--- config.mk ---
export PLATFORM = sky130hd
export DESIGN_NAME = cpm_ingress_arb
export DESIGN_NICKNAME = d
export VERILOG_FILES = /design/src/rtl/cpm_arb_pkg.sv /design/src/rtl/cpm_rr_pick.sv /design/src/rtl/cpm_ingress_arb.sv
export SDC_FILE = /design/constraint.sdc
export NUM_CORES = 1
export LEC_CHECK = 0
export ABC_AREA = 0
export CAP_MARGIN = 20
export CORE_MARGIN = 2
export CORE_UTILIZATION = 35
export CTS_CLUSTER_DIAMETER = 80
export DETAILED_ROUTE_END_ITERATION = 16
export GPL_TIMING_DRIVEN = 0
export HOLD_SLACK_MARGIN = 0.06
export PLACE_DENSITY_LB_ADDON = 0.05
export REMOVE_ABC_BUFFERS = 1
export SLEW_MARGIN = 30
export SYNTH_ARGS = -nofsm -noshare
export SYNTH_HDL_FRONTEND = slang
export SYNTH_HIERARCHICAL = 1
export SYNTH_SLANG_ARGS = --single-unit
--- constraint.sdc ---
create_clock -name clk -period 10.7 [get_ports clk]
set_clock_uncertainty 0.05 [all_clocks]
set_input_delay 2.14 -clock clk [delete_from_list [all_inputs] [get_ports clk]]
set_output_delay 2.14 -clock clk [all_outputs]
set_load 0.005 [all_outputs]
--- src/rtl/cpm_arb_pkg.sv ---
// cpm_arb_pkg: shared types and index helper for the CPM ingress arbiter.
package cpm_arb_pkg;

    typedef enum logic {ARB_IDLE, ARB_LOCK} arb_state_t;

    localparam int ARB_ID_W  = 4;
    localparam int ARB_OP_W  = 4;
    localparam int ARB_PAY_W = 16;

    typedef struct packed {
        logic [ARB_ID_W-1:0]  id;
        logic [ARB_OP_W-1:0]  opcode;
        logic [ARB_PAY_W-1:0] payload;
    } arb_beat_t;

    function automatic int rr_next(input int i, input int n);
        return (i + 1 >= n) ? 0 : i + 1;
    endfunction

endpackage

--- src/rtl/cpm_rr_pick.sv ---
// cpm_rr_pick: first valid requester at or after start, wrapping modulo N_SRC.
module cpm_rr_pick #(
    parameter  int N_SRC = 4,
    localparam int SW    = (N_SRC > 1) ? $clog2(N_SRC) : 1
) (
    input  logic [N_SRC-1:0] valid,
    input  logic [SW-1:0]    start,
    output logic [SW-1:0]    sel,
    output logic             sel_valid
);

    // Scan from farthest to nearest so the closest valid index wins last.
    always_comb begin
        sel       = '0;
        sel_valid = 1'b0;
        for (int i = N_SRC - 1; i >= 0; i--) begin
            if (valid[(int'(start) + i) % N_SRC]) begin
                sel       = SW'((int'(start) + i) % N_SRC);
                sel_valid = 1'b1;
            end
        end
    end

endmodule

--- src/rtl/cpm_ingress_arb.sv ---
// cpm_ingress_arb: round-robin burst-lock arbiter feeding one registered CPM stream stage.
module cpm_ingress_arb
    import cpm_arb_pkg::*;
#(
    parameter  int N_SRC     = 4,
    parameter  int MAX_BURST = 4,
    parameter  int ID_W      = 4,
    parameter  int OP_W      = 4,
    parameter  int PAY_W     = 16,
    localparam int SW        = (N_SRC > 1) ? $clog2(N_SRC) : 1
) (
    input  logic                        clk,
    input  logic                        rst_n,
    input  logic                        arb_en,
    input  logic [N_SRC-1:0]            src_valid,
    output logic [N_SRC-1:0]            src_ready,
    input  logic [N_SRC-1:0][ID_W-1:0]  src_id,
    input  logic [N_SRC-1:0][OP_W-1:0]  src_opcode,
    input  logic [N_SRC-1:0][PAY_W-1:0] src_payload,
    output logic                        out_valid,
    input  logic                        out_ready,
    output logic [ID_W-1:0]             out_id,
    output logic [OP_W-1:0]             out_opcode,
    output logic [PAY_W-1:0]            out_payload,
    output logic [SW-1:0]               out_src,
    output logic [31:0]                 grant_cnt
);

    arb_state_t state_q, state_d;
    logic [SW-1:0] rr_q, rr_d, owner_q, owner_d;
    logic [3:0] burst_q, burst_d;
    logic cont, rel, can_acc, acc, pk_valid, sel_valid;
    logic [SW-1:0] pk_start, pk_sel, sel;

    // A lock continues on its owner; on release the scan restarts just past the owner.
    assign cont      = (state_q == ARB_LOCK) && src_valid[owner_q] && (burst_q < 4'(MAX_BURST));
    assign rel       = (state_q == ARB_LOCK) && !cont;
    assign pk_start  = rel ? SW'(rr_next(int'(owner_q), N_SRC)) : rr_q;
    assign sel       = cont ? owner_q : pk_sel;
    assign sel_valid = cont || pk_valid;
    assign can_acc   = arb_en && (!out_valid || out_ready);
    assign acc       = can_acc && sel_valid;
    assign src_ready = (rst_n && acc) ? (N_SRC'(1) << sel) : '0;

    cpm_rr_pick #(.N_SRC(N_SRC)) u_pick (
        .valid    (src_valid),
        .start    (pk_start),
        .sel      (pk_sel),
        .sel_valid(pk_valid)
    );

    always_comb begin
        state_d = state_q;
        rr_d    = rr_q;
        owner_d = owner_q;
        burst_d = burst_q;
        if (!arb_en) begin
            state_d = ARB_IDLE;
            burst_d = '0;
        end else if (can_acc) begin
            if (state_q == ARB_IDLE) begin
                if (acc && MAX_BURST == 1) begin
                    rr_d = SW'(rr_next(int'(sel), N_SRC));
                end else if (acc) begin
                    owner_d = sel;
                    burst_d = 4'd1;
                    state_d = ARB_LOCK;
                end
            end else if (cont) begin
                burst_d = burst_q + 4'd1;
            end else begin
                rr_d    = SW'(rr_next(int'(owner_q), N_SRC));
                state_d = acc ? ARB_LOCK : ARB_IDLE;
                owner_d = acc ? sel : owner_q;
                burst_d = acc ? 4'd1 : burst_q;
            end
        end
    end

    always_ff @(posedge clk) begin
        if (!rst_n) begin
            state_q     <= ARB_IDLE;
            rr_q        <= '0;
            owner_q     <= '0;
            burst_q     <= '0;
            out_valid   <= 1'b0;
            out_id      <= '0;
            out_opcode  <= '0;
            out_payload <= '0;
            out_src     <= '0;
            grant_cnt   <= '0;
        end else begin
            state_q <= state_d;
            rr_q    <= rr_d;
            owner_q <= owner_d;
            burst_q <= burst_d;
            if (acc) begin
                out_valid   <= 1'b1;
                out_id      <= src_id[sel];
                out_opcode  <= src_opcode[sel];
                out_payload <= src_payload[sel];
                out_src     <= sel;
                grant_cnt   <= grant_cnt + 32'd1;
            end else if (out_ready) begin
                out_valid <= 1'b0;
            end
        end
    end

endmodule

==> metrics.md, run 1 <==
| Metric | Value |
|---|---|
| Worst Reg2Reg Path Length in Cells | `12` |
| # placed instances | `690` |
| Antenna violations before repair | `0` |
| Max Cap Viol | `0` |
| Static Leak | `1.94 nW` |
| Total clock sinks | `68` |
| Mapped Cells | `411` |
| Share of cells above drive strength 1 | `7.02%` |
| Prevailing post-synth register cell | `dfxtp_1` |
| Tot GR Track Use | `19.8%` |
| Per-cell routed wire length | `16.0 um` |
| Slew margin rel. | `37.4%` |
| Drt drc | `0` |
| Final Hold Viols | `0` |
| Starting Density | `36.2%` |
| Port bufs | `166` |
| Mapped Area | `0.00376 mm2` |
| First-pass GRT wire length | `18,100 um` |
| Setup Fix Bufs, Post-CTS | `0` |
| Post-synth EDFFs | `0` |
| Storage element area | `0.00136 mm2` |
| Worst-Margin Slew | `0.938 ns` |
| Rows | `37` |
| Slew Limit Fails | `0` |
| Min-Delay Startpoint | `out_src[1]$_SDFFE_PN0P_` |
| Clock latency on the worst-skew pair | `0.35 ns` |
| CTS buffer count | `9` |
| Clock transition at path regs | `0.07 ns` |
| Crit path launch | `src_valid[3]` |
| Max clock buf depth | `2` |
| Iteration-0 DRC Markers | `157` |
| Final Instance Count excl. Fillers | `706` |
| Final WL | `11,300 um` |
| DRT Pass-1 Iters | `4` |
| Ys async rst share | `0%` |
| Hold Path Stages | `2` |
| Vias in the first global route | `3,787` |
| Fillers | `969` |
| Die width | `108 um` |
| Total core area | `0.0104 mm2` |
| Hold crit path type | `flip-flop to flip-flop` |
| Synth warn | `6` |
| Outcome | `completed` |
| Antenna Violating Nets Remaining | `0` |
| Detailed placement HPWL | `8430 um` |
| Peak supply drop | `0.0000506 V` |
| Avg Cell Area, Syn | `9.14 um2` |
| Root buffer cell | `clkbuf_8` |
| Via count | `3,773` |
| Crit path kind | `input port to output port` |
| Die Ht | `108 um` |
| Ant diodes | `0` |
| Largest net degree at the start of global routing | `38` |
| Area used by multi-input combinational logic | `0.00219 mm2` |
| Pwr Density | `109 mW/mm2` |
| Startpoint Class | `input port` |
| PostCTS Resize Cnt | `0` |
| FMAX | `0.124 GHz` |
| Period minus WS final | `8.04 ns` |
| H-tree Lvls | `3` |
| Final worst path period share | `75.1%` |
| Setup violations, final | `0` |
| Post-CTS Hold Buffers | `0` |
| Part of the Yosys area used for sequential elements | `36.2%` |
| WP data required | `8.51 ns` |
| Distinct cell type count after synthesis | `54` |
| DR vias/cell | `5.34` |
| CP Data Arrival Time | `5.85 ns` |
| RSZ-0062 raised after global routing | `false` |
| IO Pins | `167` |
| Final nets | `673` |
| CTS tree | `yes` |
| Area growth syn-to-layout | `51.0%` |
| Die ar. | `0.0116 mm2` |
| CP endpoint kind | `output port` |
| Fin Setup TNS | `0 ns` |
| Routability cong. | `0.754` |
| Grt ovf | `0` |
| Seq cells post-synth | `68` |
| Worst r2r src | `owner_q[0]$_SDFFE_PN0P_` |
| Worst Path Max Fanout | `29` |
## synthesized netlist by cell type, types with 6 or more instances
cell | instances | area share, %
a21oi_1 | 24 | 3.2
a221oi_1 | 12 | 2.8
and3_1 | 6 | 1.0
buf_2 | 8 | 1.1
buf_6 | 6 | 1.8
clkbuf_1 | 8 | 0.80
dfxtp_1 | 68 | 36
inv_1 | 13 | 1.3
mux2i_1 | 54 | 14
nand2_1 | 22 | 2.2
nand2b_1 | 8 | 1.3
nand3_1 | 25 | 3.3
nand4_1 | 7 | 1.2
nor2_1 | 25 | 2.5
o21ai_0 | 30 | 4.0
o221ai_1 | 10 | 2.3
o31ai_1 | 6 | 1.2
or3_1 | 13 | 2.2
## metal layers
metal  part of all wire, %  track usage, %  vias to the layer above
li1                      -               -                     1873
met4                   1.8            8.52                        0
met3                   7.6            5.15                       15
met1                    41            22.3                     1743
met5                     0               0                        -
met2                    50            35.2                      142
## power by group
part	switching (mW)	internal [mW]
registers	0.00749	0.265
clock network	0.0971	0.108
logic	0.0571	0.0832
## worst max-delay path, cell delays in order
cell and delay [ns]:
clkdlybuf4s50_1 0.55, mux2_4 0.19, nand3_1 0.21, nand3_1 0.21, mux2_2 0.41, nor3b_1 0.21
a211oi_1 0.07, nor2_1 0.19, a21boi_0 0.27, a211o_4 0.40, buf_12 0.27, inv_1 0.08
nor2_1 0.11, clkdlybuf4s50_1 0.53
## worst paths after layout
kind,endpoint,slack [ns]
worst min register to register,out_src[1]$_SDFFE_PN0P_,0.41
worst min-delay path,out_src[1]$_SDFFE_PN0P_,0.41
worst max register to register,out_id[2]$_SDFFE_PN0P_,7.07
worst max-delay path,src_ready[2],2.66
## cells in the final DEF (no fill, tap or decap), types with 4 or more instances in the layout
cell and instances:
inv_1 12, nand2b_1 8, o211ai_1 4, o221ai_1 10, mux2i_1 54, clkbuf_8 13, clkdlybuf4s50_1 165, a21oi_1 24
nor2_1 25, a221oi_1 12, nand4_1 7, or3_1 13, and3_1 6, dfxtp_1 68, o311ai_0 4, o41ai_1 4
o31ai_1 6, nand2_1 22, o21ai_0 30, nand3_1 25, or4_1 5, and4_1 4
## cell families (layout without fill, tap and decap cells)
logic type | Yosys count | in the layout | share of synthesized area [%]
and+or+nand+nor | 127 | 127 | 18.2
muxes | 58 | 58 | 15.7
adders and majority gates | 3 | 3 | 0.999
xor gates and xnor gates | 4 | 4 | 0.933
AOI/OAI and AO/OA | 112 | 112 | 22.0
buffers and inverters | 39 | 198 | 5.96
DFF | 68 | 68 | 36.2
## cell type report
type	instances	share of cell area [%]
Clock inverter	1	0.0883
Timing Repair Buffer	170	30.3
Tap cell	136	3.00
Inverter	13	0.861
Sequential cell	68	24.0
Clock buffer	14	3.22
Multi-Input combinational cell	304	38.6
## flip-flops by register name (all words and copies together), names as in the netlist
| register | flops |
|---|---|
| grant_cnt | 32 |
| out_payload | 16 |
| burst_q | 4 |
| out_id | 4 |
| out_opcode | 4 |
| out_src | 2 |
| owner_q | 2 |
| rr_q | 2 |
| out_valid | 1 |
| state_q | 1 |
## through the flow
step | setup slack [ns] | power [mW] | hold WS [ns] | utilization (%) | area, um2
6_report | 2.66 | 0.619 | 0.407 | 54.7 | 5670
2_1_floorplan | 3.08 | 0.338 | 0.403 | - | 3580
5_1_grt | 2.46 | 0.648 | 0.440 | 54.7 | 5670
4_1_cts | 2.66 | 0.625 | 0.415 | 54.6 | 5660
3_5_place_dp | 2.67 | 0.419 | 0.405 | 52.8 | 5470
3_3_place_gp | 1.50 | 0.418 | 0.395 | 52.2 | 5410
(Power assumes the default switching activity.)
==> run 2: changes to the inputs <==
==> constraint.sdc (replaced) <==
create_clock -name clk -period 6.9 [get_ports clk]
set_clock_uncertainty 0.05 [all_clocks]
set_input_delay 1.38 -clock clk [delete_from_list [all_inputs] [get_ports clk]]
set_output_delay 1.38 -clock clk [all_outputs]
set_load 0.005 [all_outputs]
==> results of run 2 <==
Same layout as run 1 (identical final DEF). Status: completed.
Among the figures that moved: setup slack after placement 2.67 ns -> 0.393 ns; setup slack after layout 2.66 ns -> 0.384 ns; register-to-register setup slack 7.07 ns -> 3.27 ns; total power 0.619 mW -> 0.959 mW; worst IR drop on VDD 0.0000506 V -> 0.0000785 V
